===== src/rtl/vga_scan.sv =====
// vga_scan: parametrised VGA raster generator.
// Counts pixels (hc) and lines (vc) on pix_en ticks, presents the request
// coordinate to a pixel source, and delays the active/sync flags by
// LOOKAHEAD ticks so the returned colour lines up with its own timing.
// Every registered element advances only on pix_en=1 and is cleared by a
// synchronous active-low reset regardless of pix_en.
module vga_scan #(
    parameter int COLOR_BITS = 4,
    parameter int H_ACTIVE   = 640,
    parameter int H_FPORCH   = 16,
    parameter int H_SYNC     = 96,
    parameter int H_BPORCH   = 48,
    parameter int V_ACTIVE   = 480,
    parameter int V_FPORCH   = 10,
    parameter int V_SYNC     = 2,
    parameter int V_BPORCH   = 33,
    parameter int HSYNC_POL  = 0,
    parameter int VSYNC_POL  = 0,
    parameter int LOOKAHEAD  = 1,
    parameter int COORD_W    = 16
) (
    input  logic                      clk,
    input  logic                      res,
    input  logic                      pix_en,
    input  logic [3*COLOR_BITS-1:0]   color,
    output logic [COORD_W-1:0]        pix_x,
    output logic [COORD_W-1:0]        pix_y,
    output logic                      pix_req,
    output logic                      line_start,
    output logic                      frame_start,
    output logic [COLOR_BITS-1:0]     vga_r,
    output logic [COLOR_BITS-1:0]     vga_g,
    output logic [COLOR_BITS-1:0]     vga_b,
    output logic                      vga_hsync,
    output logic                      vga_vsync,
    output logic                      blank
);

    localparam int H_TOTAL = H_ACTIVE + H_FPORCH + H_SYNC + H_BPORCH;
    localparam int V_TOTAL = V_ACTIVE + V_FPORCH + V_SYNC + V_BPORCH;

    // Elaboration-time sanity checks on the timing parameters.
    if (LOOKAHEAD < 0 || LOOKAHEAD > 7) begin : g_bad_lookahead
        $error("vga_scan: LOOKAHEAD must be in 0..7");
    end
    if (H_SYNC == 0 || V_SYNC == 0) begin : g_bad_sync
        $error("vga_scan: sync pulse lengths must be non-zero");
    end
    if ((H_TOTAL >> COORD_W) != 0 || (V_TOTAL >> COORD_W) != 0) begin : g_bad_coord
        $error("vga_scan: H_TOTAL/V_TOTAL do not fit in COORD_W bits");
    end

    // Boundaries as counter-width constants so all compares are same-width.
    localparam logic [COORD_W-1:0] H_LAST   = COORD_W'(H_TOTAL - 1);
    localparam logic [COORD_W-1:0] V_LAST   = COORD_W'(V_TOTAL - 1);
    localparam logic [COORD_W-1:0] H_ACT    = COORD_W'(H_ACTIVE);
    localparam logic [COORD_W-1:0] V_ACT    = COORD_W'(V_ACTIVE);
    localparam logic [COORD_W-1:0] HS_START = COORD_W'(H_ACTIVE + H_FPORCH);
    localparam logic [COORD_W-1:0] HS_END   = COORD_W'(H_ACTIVE + H_FPORCH + H_SYNC);
    localparam logic [COORD_W-1:0] VS_START = COORD_W'(V_ACTIVE + V_FPORCH);
    localparam logic [COORD_W-1:0] VS_END   = COORD_W'(V_ACTIVE + V_FPORCH + V_SYNC);
    localparam logic               HS_ON    = (HSYNC_POL != 0);
    localparam logic               VS_ON    = (VSYNC_POL != 0);

    logic [COORD_W-1:0]      hc;
    logic [COORD_W-1:0]      vc;
    logic                    active_raw;
    logic                    hs_raw;
    logic                    vs_raw;
    logic [2:0]              cur_flags;   // {active, hsync, vsync} of the request position
    logic [2:0]              tail;        // flags of the pixel being displayed now
    logic [3*COLOR_BITS-1:0] rgb;

    // Raster counters: hc wraps every line, vc steps on the hc wrap.
    always_ff @(posedge clk) begin
        if (!res) begin
            hc <= '0;
            vc <= '0;
        end else if (pix_en) begin
            if (hc == H_LAST) begin
                hc <= '0;
                vc <= (vc == V_LAST) ? '0 : vc + COORD_W'(1);
            end else begin
                hc <= hc + COORD_W'(1);
            end
        end
    end

    assign active_raw = (hc < H_ACT) && (vc < V_ACT);
    assign hs_raw     = (hc >= HS_START) && (hc < HS_END);
    assign vs_raw     = (vc >= VS_START) && (vc < VS_END);
    assign cur_flags  = {active_raw, hs_raw, vs_raw};

    // Request side is combinational so the pixel source sees it immediately.
    assign pix_x       = hc;
    assign pix_y       = vc;
    assign pix_req     = active_raw && res;
    assign line_start  = pix_en && res && (hc == '0);
    assign frame_start = pix_en && res && (hc == '0) && (vc == '0);

    // Flag delay line matching the pixel source latency.
    if (LOOKAHEAD == 0) begin : g_direct
        assign tail = cur_flags;
    end else begin : g_pipe
        logic [2:0] pipe [LOOKAHEAD];

        // Shift the flags one stage per pixel tick; reset clears to no-display.
        always_ff @(posedge clk) begin
            if (!res) begin
                for (int i = 0; i < LOOKAHEAD; i++) pipe[i] <= 3'b000;
            end else if (pix_en) begin
                pipe[0] <= cur_flags;
                for (int i = 1; i < LOOKAHEAD; i++) pipe[i] <= pipe[i-1];
            end
        end

        assign tail = pipe[LOOKAHEAD-1];
    end

    // Output register: gate colour by the delayed active flag and apply polarity.
    always_ff @(posedge clk) begin
        if (!res) begin
            rgb       <= '0;
            blank     <= 1'b1;
            vga_hsync <= ~HS_ON;
            vga_vsync <= ~VS_ON;
        end else if (pix_en) begin
            rgb       <= tail[2] ? color : '0;
            blank     <= ~tail[2];
            vga_hsync <= tail[1] ? HS_ON : ~HS_ON;
            vga_vsync <= tail[0] ? VS_ON : ~VS_ON;
        end
    end

    assign vga_r = rgb[3*COLOR_BITS-1:2*COLOR_BITS];
    assign vga_g = rgb[2*COLOR_BITS-1:COLOR_BITS];
    assign vga_b = rgb[COLOR_BITS-1:0];

endmodule


===== config.mk =====
export PLATFORM = sky130hd
export DESIGN_NAME = vga_scan
export DESIGN_NICKNAME = d
export VERILOG_FILES = /design/src/rtl/vga_scan.sv
export SDC_FILE = /design/constraint.sdc
export NUM_CORES = 1
export LEC_CHECK = 0
export ABC_AREA = 1
export CORE_MARGIN = 4
export CORE_UTILIZATION = 30
export CTS_CLUSTER_SIZE = 16
export DETAILED_ROUTE_END_ITERATION = 10
export HOLD_SLACK_MARGIN = 0.12
export PLACE_DENSITY = 0.61
export SETUP_SLACK_MARGIN = 0.5
export SYNTH_ARGS = -nofsm -noshare
export SYNTH_HDL_FRONTEND = slang
export SYNTH_SLANG_ARGS = --single-unit

===== constraint.sdc =====
create_clock -name clk -period 1.62 [get_ports clk]
set_input_delay 0.162 -clock clk [delete_from_list [all_inputs] [get_ports clk]]
set_output_delay 0.162 -clock clk [all_outputs]
set_load 0.02 [all_outputs]

==> summary.txt, run 1 <==
Outcome
  • Status: finished, violations left
  • Failing checks: setup timing

Power and ir drop
  • Pwr Density: 489.0 nW/um^2
  • Logic gate share of total power: 0.121
  • Sequential cell fraction of total power: 0.500
  • Worst VDD drop: 0.3465 mV
  • Clock share of power: 0.379
  • Sw power: 646.8 uW
  • P_leak: 2.294 nW
  • Cell Int Power: 1.872 mW
  • Pwr Total: 2.519 mW
  • Switch share: 0.2568

Place
  • Detailed placer's ending HPWL: 6100 um
  • Area after DPL: 4063 sq um
  • Routability cong.: 0.8724
  • Cells after DPL: 607
  • Number of port buffers: 64
  • Setup WS pre-CTS: -481.8 ps

Route
  • WL met2: 4955 um
  • Vias per std cell: 4.796
  • WL met3: 510 um
  • DR pass1 iterations: 5
  • Residual DRC: 0
  • Met1 Wirelength: 4099 um
  • Routed Antenna Nets: 0
  • Starting DRT DRC Count: 114
  • Routed via count: 3,127
  • Highest metal used: met4
  • Routed wire per std cell: 15.03 um
  • Final Routed Wirelength: 9798 um

Layout
  • Non-Filler Instances: 652
  • Area Overhead vs Synth: 94.43%
  • Share of layout cells above drive strength 1: 0.6048
  • Design area: 5150 sq um
  • Antenna diodes: 0
  • Final nets: 562

Critical path
  • Data arrival, critical path: 1650 ps
  • CP max FO: 2
  • Reg2Reg Depth: 12
  • CP required: 1460 ps
  • Crit start category: register
  • Critical Path End: frame_start
  • R2R setup slack: -40 ps
  • Crit Reg-Reg Startpoint: pix_x[1]
  • Critical path type: register to output pin
  • FF-to-FF End: pix_y[13]
  • Critical path endpoint category: output pin
  • Worst setup path start: pix_y[0]

Yosys
  • Most common cell in the netlist: nand2_1
  • Number of synthesized flops with an enable pin: 3
  • Synth area leader: dfxtp_1
  • Mean post-synth cell area: 7.120 sq um
  • Syn nets: 391
  • Synth Warn #: 0
  • Most frequent cells after synthesis: nand2_1, nor2_1, dfxtp_1, inv_1, nand3_1
  • Async S/R FF share, synth: 0
  • Number of synthesized register bits: 50
  • Register area share after synthesis: 0.3892
  • Post-synth top area share: 0.3552
  • Mapped cell area: 2649 sq um
  • Prevailing post-synth register cell: dfxtp_1
  • Synth cell types: 29
  • Mapped Cells: 372
  • Synth top area cells: dfxtp_1, nand2_1, nor2_1, inv_1, nand3_1

Timing
  • Min Clock Period, post-route: 1815 ps
  • Worst Hold Margin: 424.2 ps
  • Tcrit/Tclk final: 1.120
  • Final setup skew: 13.77 ps
  • Fmax: 551.1 MHz
  • Normalized max-slew margin: 0.7905
  • Slew Limit Fails: 0
  • Final number of hold-violating endpoints: 0
  • RSZ-0062 raised after global routing: true
  • Final worst slack: -194.6 ps
  • Slew @ Worst Pin: 313.1 ps
  • Final setup viols: 15

Floorplanning
  • Chip height: 102.0 um
  • Initial cell density of the core: 0.3067
  • Core Region: 8636 sq um
  • Die footprint: 10,400 sq um
  • Die width: 102.0 um
  • Std cell rows: 34
  • I/O Pins: 65

GRT
  • Largest net degree at the start of global routing: 18
  • Grt ovf: 0
  • All-Layer GR Usage: 0.1691
  • Vias in the first global route: 2,915
  • Initial antenna violation count: 0
  • First-pass GRT wire length: 13,970 um

CTS
  • Root buf cell: clkbuf_8
  • Clk slew on worst S/H paths: 100 ps
  • Worst-Skew Late Latency: 320 ps
  • # H-tree levels: 2
  • Max Root-Sink Buffers: 2
  • CTS tree: done
  • Hold-fix buffers at CTS: 0
  • CTS buffer count: 5
  • Clk sinks: 50

Flow run
  • MaxCap Viol Count: 0

Min path
  • Hold Path Depth: 1
  • Type of the most critical hold path: register to register
==> metrics by stage <==
stage	TNS (ps)	util
finish	-708.0	0.5963
global route	-2713	0.5963
CTS	-438.5	0.5429
global placement	-3510	0.4704
floorplan	0	-
detailed placement	-3666	0.4704
==> worst min-delay path by stage <==
stage | slack (ps) | from | to
floorplan | 290 | color[0] | rgb[0]
global placement | 400 | g_pipe.pipe[0][0] | vga_vsync
detailed placement | 410 | g_pipe.pipe[0][0] | vga_vsync
CTS | 400 | res | pix_y[0]
global route | 430 | g_pipe.pipe[0][1] | vga_hsync
finish | 420 | g_pipe.pipe[0][0] | vga_vsync
==> repair_timing <==
action,4_1_cts,5_1_grt
endpoints found under the setup margin,103,88
resized for setup,332,124
setup buffers,19,17
cloned,0,1
pin swaps,25,38
==> logic make-up (layout without fill, tap and decap cells) <==
group | count (synthesis) | count (layout) | share of synthesized area
and+or+nand+nor | 216 | 216 | 0.3732
buffers and inverters | 52 | 224 | 0.08361
DFF | 50 | 50 | 0.3892
AOI/OAI and AO/OA | 41 | 41 | 0.1053
xor gates and xnor gates | 9 | 9 | 0.02976
adders and majority gates | 4 | 4 | 0.01890
==> cell type report <==
type | count | area, sq um
tap | 108 | 135.1
clock inverter | 3 | 47.55
sequential | 50 | 1090
inverter | 44 | 185.2
timing repair buffer | 172 | 1645
clock buffer | 5 | 68.82
fill | 690 | 3486
multi-input combinational | 270 | 1978
==> layer usage <==
| metal | GRT usage | vias up |
|---|---|---|
| li1 | - | 1547 |
| met1 | 0.2157 | 1475 |
| met2 | 0.2909 | 88 |
| met3 | 0.03072 | 17 |
| met4 | 0.05045 | 0 |
| met5 | 0 | - |
==> cell usage in the layout (no fill, tap or decap), types with 2 or more instances in the layout <==
cell type and count:
nand2_4 16, inv_1 31, xnor2_1 2, dfxtp_1 18, nand3_1 14, nand2_2 22, buf_12 5, a21oi_1 7
inv_8 2, buf_6 73, nor3_1 5, ha_4 2, nor2_2 23, buf_2 16, inv_2 8, a22o_1 12
nor3_2 2, nand4_1 9, nor2_1 42, edfxtp_1 3, clkbuf_8 5, nand2_8 2, inv_4 4, nand2_1 43
a21oi_2 13, dfxtp_2 20, nand3b_1 3, o21ai_1 3, dfxtp_4 9, clkdlybuf4s50_1 12, nand3_4 9, dlygate4sd2_1 2
xor2_1 6, o21ai_2 3, nand3_2 7, buf_4 62, nor2_4 13, nor3_4 5
==> power by group through the flow <==
stage                     combinational, mW  clock, mW  sequential [mW]
after detailed placement              0.250          0             1.29
final                                 0.304      0.955             1.26
after global routing                  0.322       1.01             1.26
after global placement                0.249          0             1.29
after floorplan                      0.0836          0             1.32
after CTS                             0.287      0.972             1.26
==> state kept, by name, indices dropped and copies added, names as in the netlist <==
register and cells:
blank 1, g_pipe.pipe 3, pix_x 16, pix_y 16
rgb 12, vga_hsync 1, vga_vsync 1
==> critical path, stage by stage, from the launching register on <==
cell and delay [ps]:
dfxtp_4 370, inv_4 60, ha_4 150, nand2_4 60, nor3_4 130, nand4_1 200, nor3_4 220, buf_6 140
(Power assumes the default switching activity.)
==> run 2: changes to the inputs <==
Settings changed: CTS_CLUSTER_DIAMETER set to 100.
==> results of run 2 <==
The final DEF is identical to that of run 1; final timing and power are the same.
==> RTL edit 1 (config.mk and constraints of run 1) <==
`COLOR_BITS`: 4 -> 5.
--- a/src/rtl/vga_scan.sv
+++ b/src/rtl/vga_scan.sv
@@ -6,5 +6,5 @@
 // synchronous active-low reset regardless of pix_en.
 module vga_scan #(
-    parameter int COLOR_BITS = 4,
+    parameter int COLOR_BITS = 5,
     parameter int H_ACTIVE   = 640,
     parameter int H_FPORCH   = 16,
Interface: changed (resized color, vga_b, vga_g and vga_r); port bits go from 65 to 71. The function was not compared with the original's and may differ.
==> RTL edit 1 against run 1 <==
The flow still finishes with violations (setup timing); via count grew 5.1%; synthesized area grew 2.8%; total power shrank 1.0%; combinational power grew 2%; sequential share of layout area grew 0.84 points; setup slack gained 0.12 ns; highest routed layer unchanged; sequential cell count grew 3; wire length grew 1.2%; design area grew 2.9%; global-route usage grew 0.33 points.
==> RTL edit 1: results (changes against run 1) <==
Status: finished with violations (unchanged)
Failing checks: setup timing (unchanged)
Worst Path Arrival: 1.53 ns (was 1.65 ns)
GP Congestion: 0.928 (was 0.872)
Met2 routed WL: 5100 um (was 4960 um)
Layout net count: 591 (was 562)
Fill count: 704 (was 690)
Iteration count of the initial detailed-routing pass: 4 (was 5)
Post-route clock skew: 0.00782 ns (was 0.0138 ns)
Worst-path clk slew: 0.10 ns (about the same)
Hold slack final: 0.419 ns (was 0.424 ns)
LEAKAGE: 0.00228 uW (was 0.00229 uW)
Hold Crit Class: input pin to flip-flop (was flip-flop to flip-flop)
Cell variety after synth: 30 (was 29)
Share of layout cells above drive strength 1: 57.4% (was 60.5%)
GRT met1 Usage: 21.4% (was 21.6%)
Final setup violating endpoints: 8 (was 15)
Port bufs: 70 (was 64)
Fin worst setup slack: -0.0749 ns (was -0.195 ns)
Met2 usage: 30.2% (was 29.1%)
Area contributors post-synth: dfxtp_1, nand2_1, nor2_1, inv_1, a22o_1 (was dfxtp_1, nand2_1, nor2_1, inv_1, nand3_1)
Final HPWL DP: 6360 um (was 6100 um)
Drt via density: 4.85 (was 4.80)
Met1 wire length: 4000 um (was 4100 um)
Wire length on met3: 630 um (was 510 um)
Maximum VDD drop: 391 uV (was 346 uV)
Max_slew headroom: 71.7% (was 79.0%)
Met3 Use GR: 3.49% (was 3.07%)
Average wire per standard cell: 14.6 um (was 15.0 um)
Seq/Total Area, Yosys: 40.1% (was 38.9%)
Starting DRT DRC Count: 111 (was 114)
Clock root cell: clkbuf_8 (unchanged)
Total GRT Usage: 17.2% (was 16.9%)
Pin count of the biggest net entering global routing: 17 (was 18)
Commonest cells post-synth: nand2_1, nor2_1, dfxtp_1 (unchanged)
First-pass GRT wire length: 14600 um (was 14000 um)
Mapped Nets: 415 (was 391)
[RTL edit 1: cell type report]
class                           count  share of cell area (%)
Timing Repair Buffer              176                    31.6
Multi-Input combinational cell    288                    38.1
Tap cell                          108                    2.55
Clock inverter                      1                  0.0944
Sequential cell                    53                    22.0
Inverter                           45                    3.75
Clock buffer                        7                    1.84
[RTL edit 1: per-stage QoR]
stage / instance area, um^2 / worst slack, ns / TNS (ns) / std cells
2_1_floorplan: 2910 / 0.280 / 0 / 393
3_3_place_gp: 4220 / -0.468 / -2.30 / 631
3_5_place_dp: 4220 / -0.495 / -2.40 / 631
4_1_cts: 4890 / -0.0919 / -0.147 / 660
5_1_grt: 5300 / -0.136 / -1.68 / 678
6_report: 5300 / -0.0749 / -0.198 / 678
[RTL edit 1: power by group]
group          leakage (uW)  total, uW  internal (uW)  switching [uW]
clock network     0.0000534        855            398             457
registers          0.000458       1330           1320            12.2
logic               0.00177        309            157             153
[RTL edit 1: worst paths after layout]
path	cells past startpoint	endpoint	start
hold / removal	4	pix_x[0]	pix_en
setup / recovery	6	frame_start	pix_y[0]
hold reg to reg	1	vga_vsync	g_pipe.pipe[0][0]
setup reg to reg	10	pix_y[10]	pix_x[4]
[RTL edit 1: kinds of logic (layout without fill, tap and decap cells)]
kind of cell / count (synthesis) / after routing / share of synthesized area [%]
xor+xnor: 7 / 7 / 2.25
compound gates: 36 / 36 / 8.69
flops: 53 / 53 / 40.1
buf+inv: 53 / 229 / 8.23
fa+ha+maj: 4 / 4 / 1.84
simple gates: 240 / 241 / 38.9
[RTL edit 1: what timing repair did]
| item | 4_1_cts | 5_1_grt |
|---|---|---|
| cloned | 1 | 0 |
| endpoints found under the setup margin | 109 | 81 |
| pin swaps | 44 | 53 |
| hold buffers | 0 | 0 |
| setup buffers | 20 | 18 |
| resized for setup | 352 | 122 |
==> RTL edit 2 (flow settings as in run 1) <==
Made on the original files. Add an input register stage for `res`, `pix_en` and `color`; this delays them by one clock. Comments in the files are not updated.
--- a/src/rtl/vga_scan.sv
+++ b/src/rtl/vga_scan.sv
@@ -40,4 +40,14 @@
     localparam int V_TOTAL = V_ACTIVE + V_FPORCH + V_SYNC + V_BPORCH;
 
+    logic res_q;
+    logic pix_en_q;
+    logic [3*COLOR_BITS-1:0] color_q;
+
+    always_ff @(posedge clk) begin
+        res_q    <= res;
+        pix_en_q <= pix_en;
+        color_q  <= color;
+    end
+
     // Elaboration-time sanity checks on the timing parameters.
     if (LOOKAHEAD < 0 || LOOKAHEAD > 7) begin : g_bad_lookahead
@@ -74,8 +84,8 @@
     // Raster counters: hc wraps every line, vc steps on the hc wrap.
     always_ff @(posedge clk) begin
-        if (!res) begin
+        if (!res_q) begin
             hc <= '0;
             vc <= '0;
-        end else if (pix_en) begin
+        end else if (pix_en_q) begin
             if (hc == H_LAST) begin
                 hc <= '0;
@@ -95,7 +105,7 @@
     assign pix_x       = hc;
     assign pix_y       = vc;
-    assign pix_req     = active_raw && res;
-    assign line_start  = pix_en && res && (hc == '0);
-    assign frame_start = pix_en && res && (hc == '0) && (vc == '0);
+    assign pix_req     = active_raw && res_q;
+    assign line_start  = pix_en_q && res_q && (hc == '0);
+    assign frame_start = pix_en_q && res_q && (hc == '0) && (vc == '0);
 
     // Flag delay line matching the pixel source latency.
@@ -107,7 +117,7 @@
         // Shift the flags one stage per pixel tick; reset clears to no-display.
         always_ff @(posedge clk) begin
-            if (!res) begin
+            if (!res_q) begin
                 for (int i = 0; i < LOOKAHEAD; i++) pipe[i] <= 3'b000;
-            end else if (pix_en) begin
+            end else if (pix_en_q) begin
                 pipe[0] <= cur_flags;
                 for (int i = 1; i < LOOKAHEAD; i++) pipe[i] <= pipe[i-1];
@@ -120,11 +130,11 @@
     // Output register: gate colour by the delayed active flag and apply polarity.
     always_ff @(posedge clk) begin
-        if (!res) begin
+        if (!res_q) begin
             rgb       <= '0;
             blank     <= 1'b1;
             vga_hsync <= ~HS_ON;
             vga_vsync <= ~VS_ON;
-        end else if (pix_en) begin
-            rgb       <= tail[2] ? color : '0;
+        end else if (pix_en_q) begin
+            rgb       <= tail[2] ? color_q : '0;
             blank     <= ~tail[2];
             vga_hsync <= tail[1] ? HS_ON : ~HS_ON;
Formal check against the unedited RTL: not equivalent (a bounded check fails within 4 cycles, from zero or initial values).
==> RTL edit 2 against run 1 <==
The flow still finishes with violations (setup timing); via count up 1.8%; final cell count up 1.7%; setup slack better by 0.11 ns; total power up 28%; sequential power up 29%; sequential cell count up 14; wire length up 2.7%; first-iteration DRC count up 18%; critical endpoint is now pix_req; synthesized area up 5.9%; synthesized cell count up 0.54%; design area up 6.4%.
==> RTL edit 2: results (changes against run 1) <==
Clock Latency Late Sink: 0.35 ns (was 0.32 ns)
Final setup violating endpoints: 3 (was 15)
N_diodes: 0 (unchanged)
Via count: 3182 (was 3127)
Status: finished with violations (unchanged)
Setup_tns: -0.223 ns (was -0.708 ns)
Failing checks: setup timing (unchanged)
Reg2reg path depth: 9 (was 12)
Share of layout cells above drive strength 1: 59.4% (was 60.5%)
GP Congestion: 0.854 (was 0.872)
Layout net count: 566 (was 562)
Post-route clock skew: 0.00480 ns (was 0.0138 ns)
H-tree Lvls: 3 (was 2)
Maximum VDD drop: 407 uV (was 346 uV)
Seq/Total Area, Yosys: 46.7% (was 38.9%)
R2r endpoint: g_pipe.pipe[0][1] (was pix_y[13])
Tightest Pin Transition: 0.296 ns (was 0.313 ns)
Final HPWL DP: 6020 um (was 6100 um)
Worst-path clk slew: 0.07 ns (was 0.10 ns)
Worst-path maximum fanout: 3 (was 2)
Hold_sp: color[11] (was g_pipe.pipe[0][0])
Hold Crit Class: input pin to flip-flop (was flip-flop to flip-flop)
Setup crit start: pix_x[12] (was pix_y[0])
Fin worst setup slack: -0.0863 ns (was -0.195 ns)
Starting DRT DRC Count: 134 (was 114)
WHS Endpoint: color_q[11] (was vga_vsync)
Mapped Nets: 393 (was 391)
LEAKAGE: 0.00232 uW (was 0.00229 uW)
WL final: 10100 um (was 9800 um)
Worst Path Arrival: 1.54 ns (was 1.65 ns)
CP delay by family, top: buffers and inverters (was simple AND/OR/NAND/NOR gates)
Cell variety after synth: 30 (was 29)
First-pass GRT wire length: 15200 um (was 14000 um)
Commonest cells post-synth: nand2_1, nor2_1, dfxtp_1 (unchanged)
Met1 wire length: 3920 um (was 4100 um)
[RTL edit 2: where the power goes]
part | internal, uW | switching, uW | leakage, uW | total, uW
clock network | 601 | 680 | 0.0000931 | 1280
logic | 157 | 160 | 0.00167 | 317
registers | 1600 | 19.9 | 0.000552 | 1620
[RTL edit 2: cells by family after synthesis]
group	after synthesis	share of synthesized area, %
DFF	64	46.7
buffers and inverters	43	5.98
and+or+nand+nor	219	35.3
adders and majority gates	4	1.78
AOI/OAI and AO/OA	39	8.65
xor gates and xnor gates	5	1.56
[RTL edit 2: area by class of cell]
| class | instances | area (um^2) |
|---|---|---|
| clock buffer | 10 | 138 |
| clock inverter | 6 | 42.5 |
| fill | 733 | 3670 |
| inverter | 39 | 186 |
| multi-input combinational | 268 | 1930 |
| sequential | 64 | 1400 |
| tap | 111 | 139 |
| timing repair buffer | 165 | 1650 |
[RTL edit 2: metal layers]
metal  vias up  global-route usage (%)
li1       1563                       -
met1      1482                    20.0
met2        98                    30.8
met3        39                    3.34
met4         0                    9.18
met5         -                       0
[RTL edit 2: how the worst max path moves through the flow]
stage | endpoint | depth (start not counted)
after floorplan | frame_start | 6
after global placement | frame_start | 6
after detailed placement | frame_start | 6
after CTS | frame_start | 6
after global routing | frame_start | 7
final | pix_req | 8
[RTL edit 2: worst reg2reg max path: cells and delay by family (launching register included)]
family	cells	cell delay (ns)
buffers and inverters	5	0.59
AND/OR/NAND/NOR	4	0.53
flip-flops	1	0.36
[RTL edit 2: what timing repair did]
item,4_1_cts,5_1_grt
buffers inserted,25,11
setup endpoints to repair,102,86
resized for setup,387,75
pin swaps,29,22
cloned,2,0
hold buffers,0,0
hold endpoints to repair,0,0
[RTL edit 2: stage by stage]
| step | setup slack (ns) | cell area (um^2) | hold slack (ns) | cells |
|---|---|---|---|---|
| 5_1_grt | -0.158 | 5480 | 0.241 | 663 |
| 2_1_floorplan | 0.231 | 3020 | 0.190 | 374 |
| 3_3_place_gp | -0.186 | 4260 | 0.407 | 609 |
| 3_5_place_dp | -0.219 | 4260 | 0.420 | 609 |
| 6_report | -0.0863 | 5480 | 0.254 | 663 |
| 4_1_cts | -0.104 | 5130 | 0.242 | 652 |
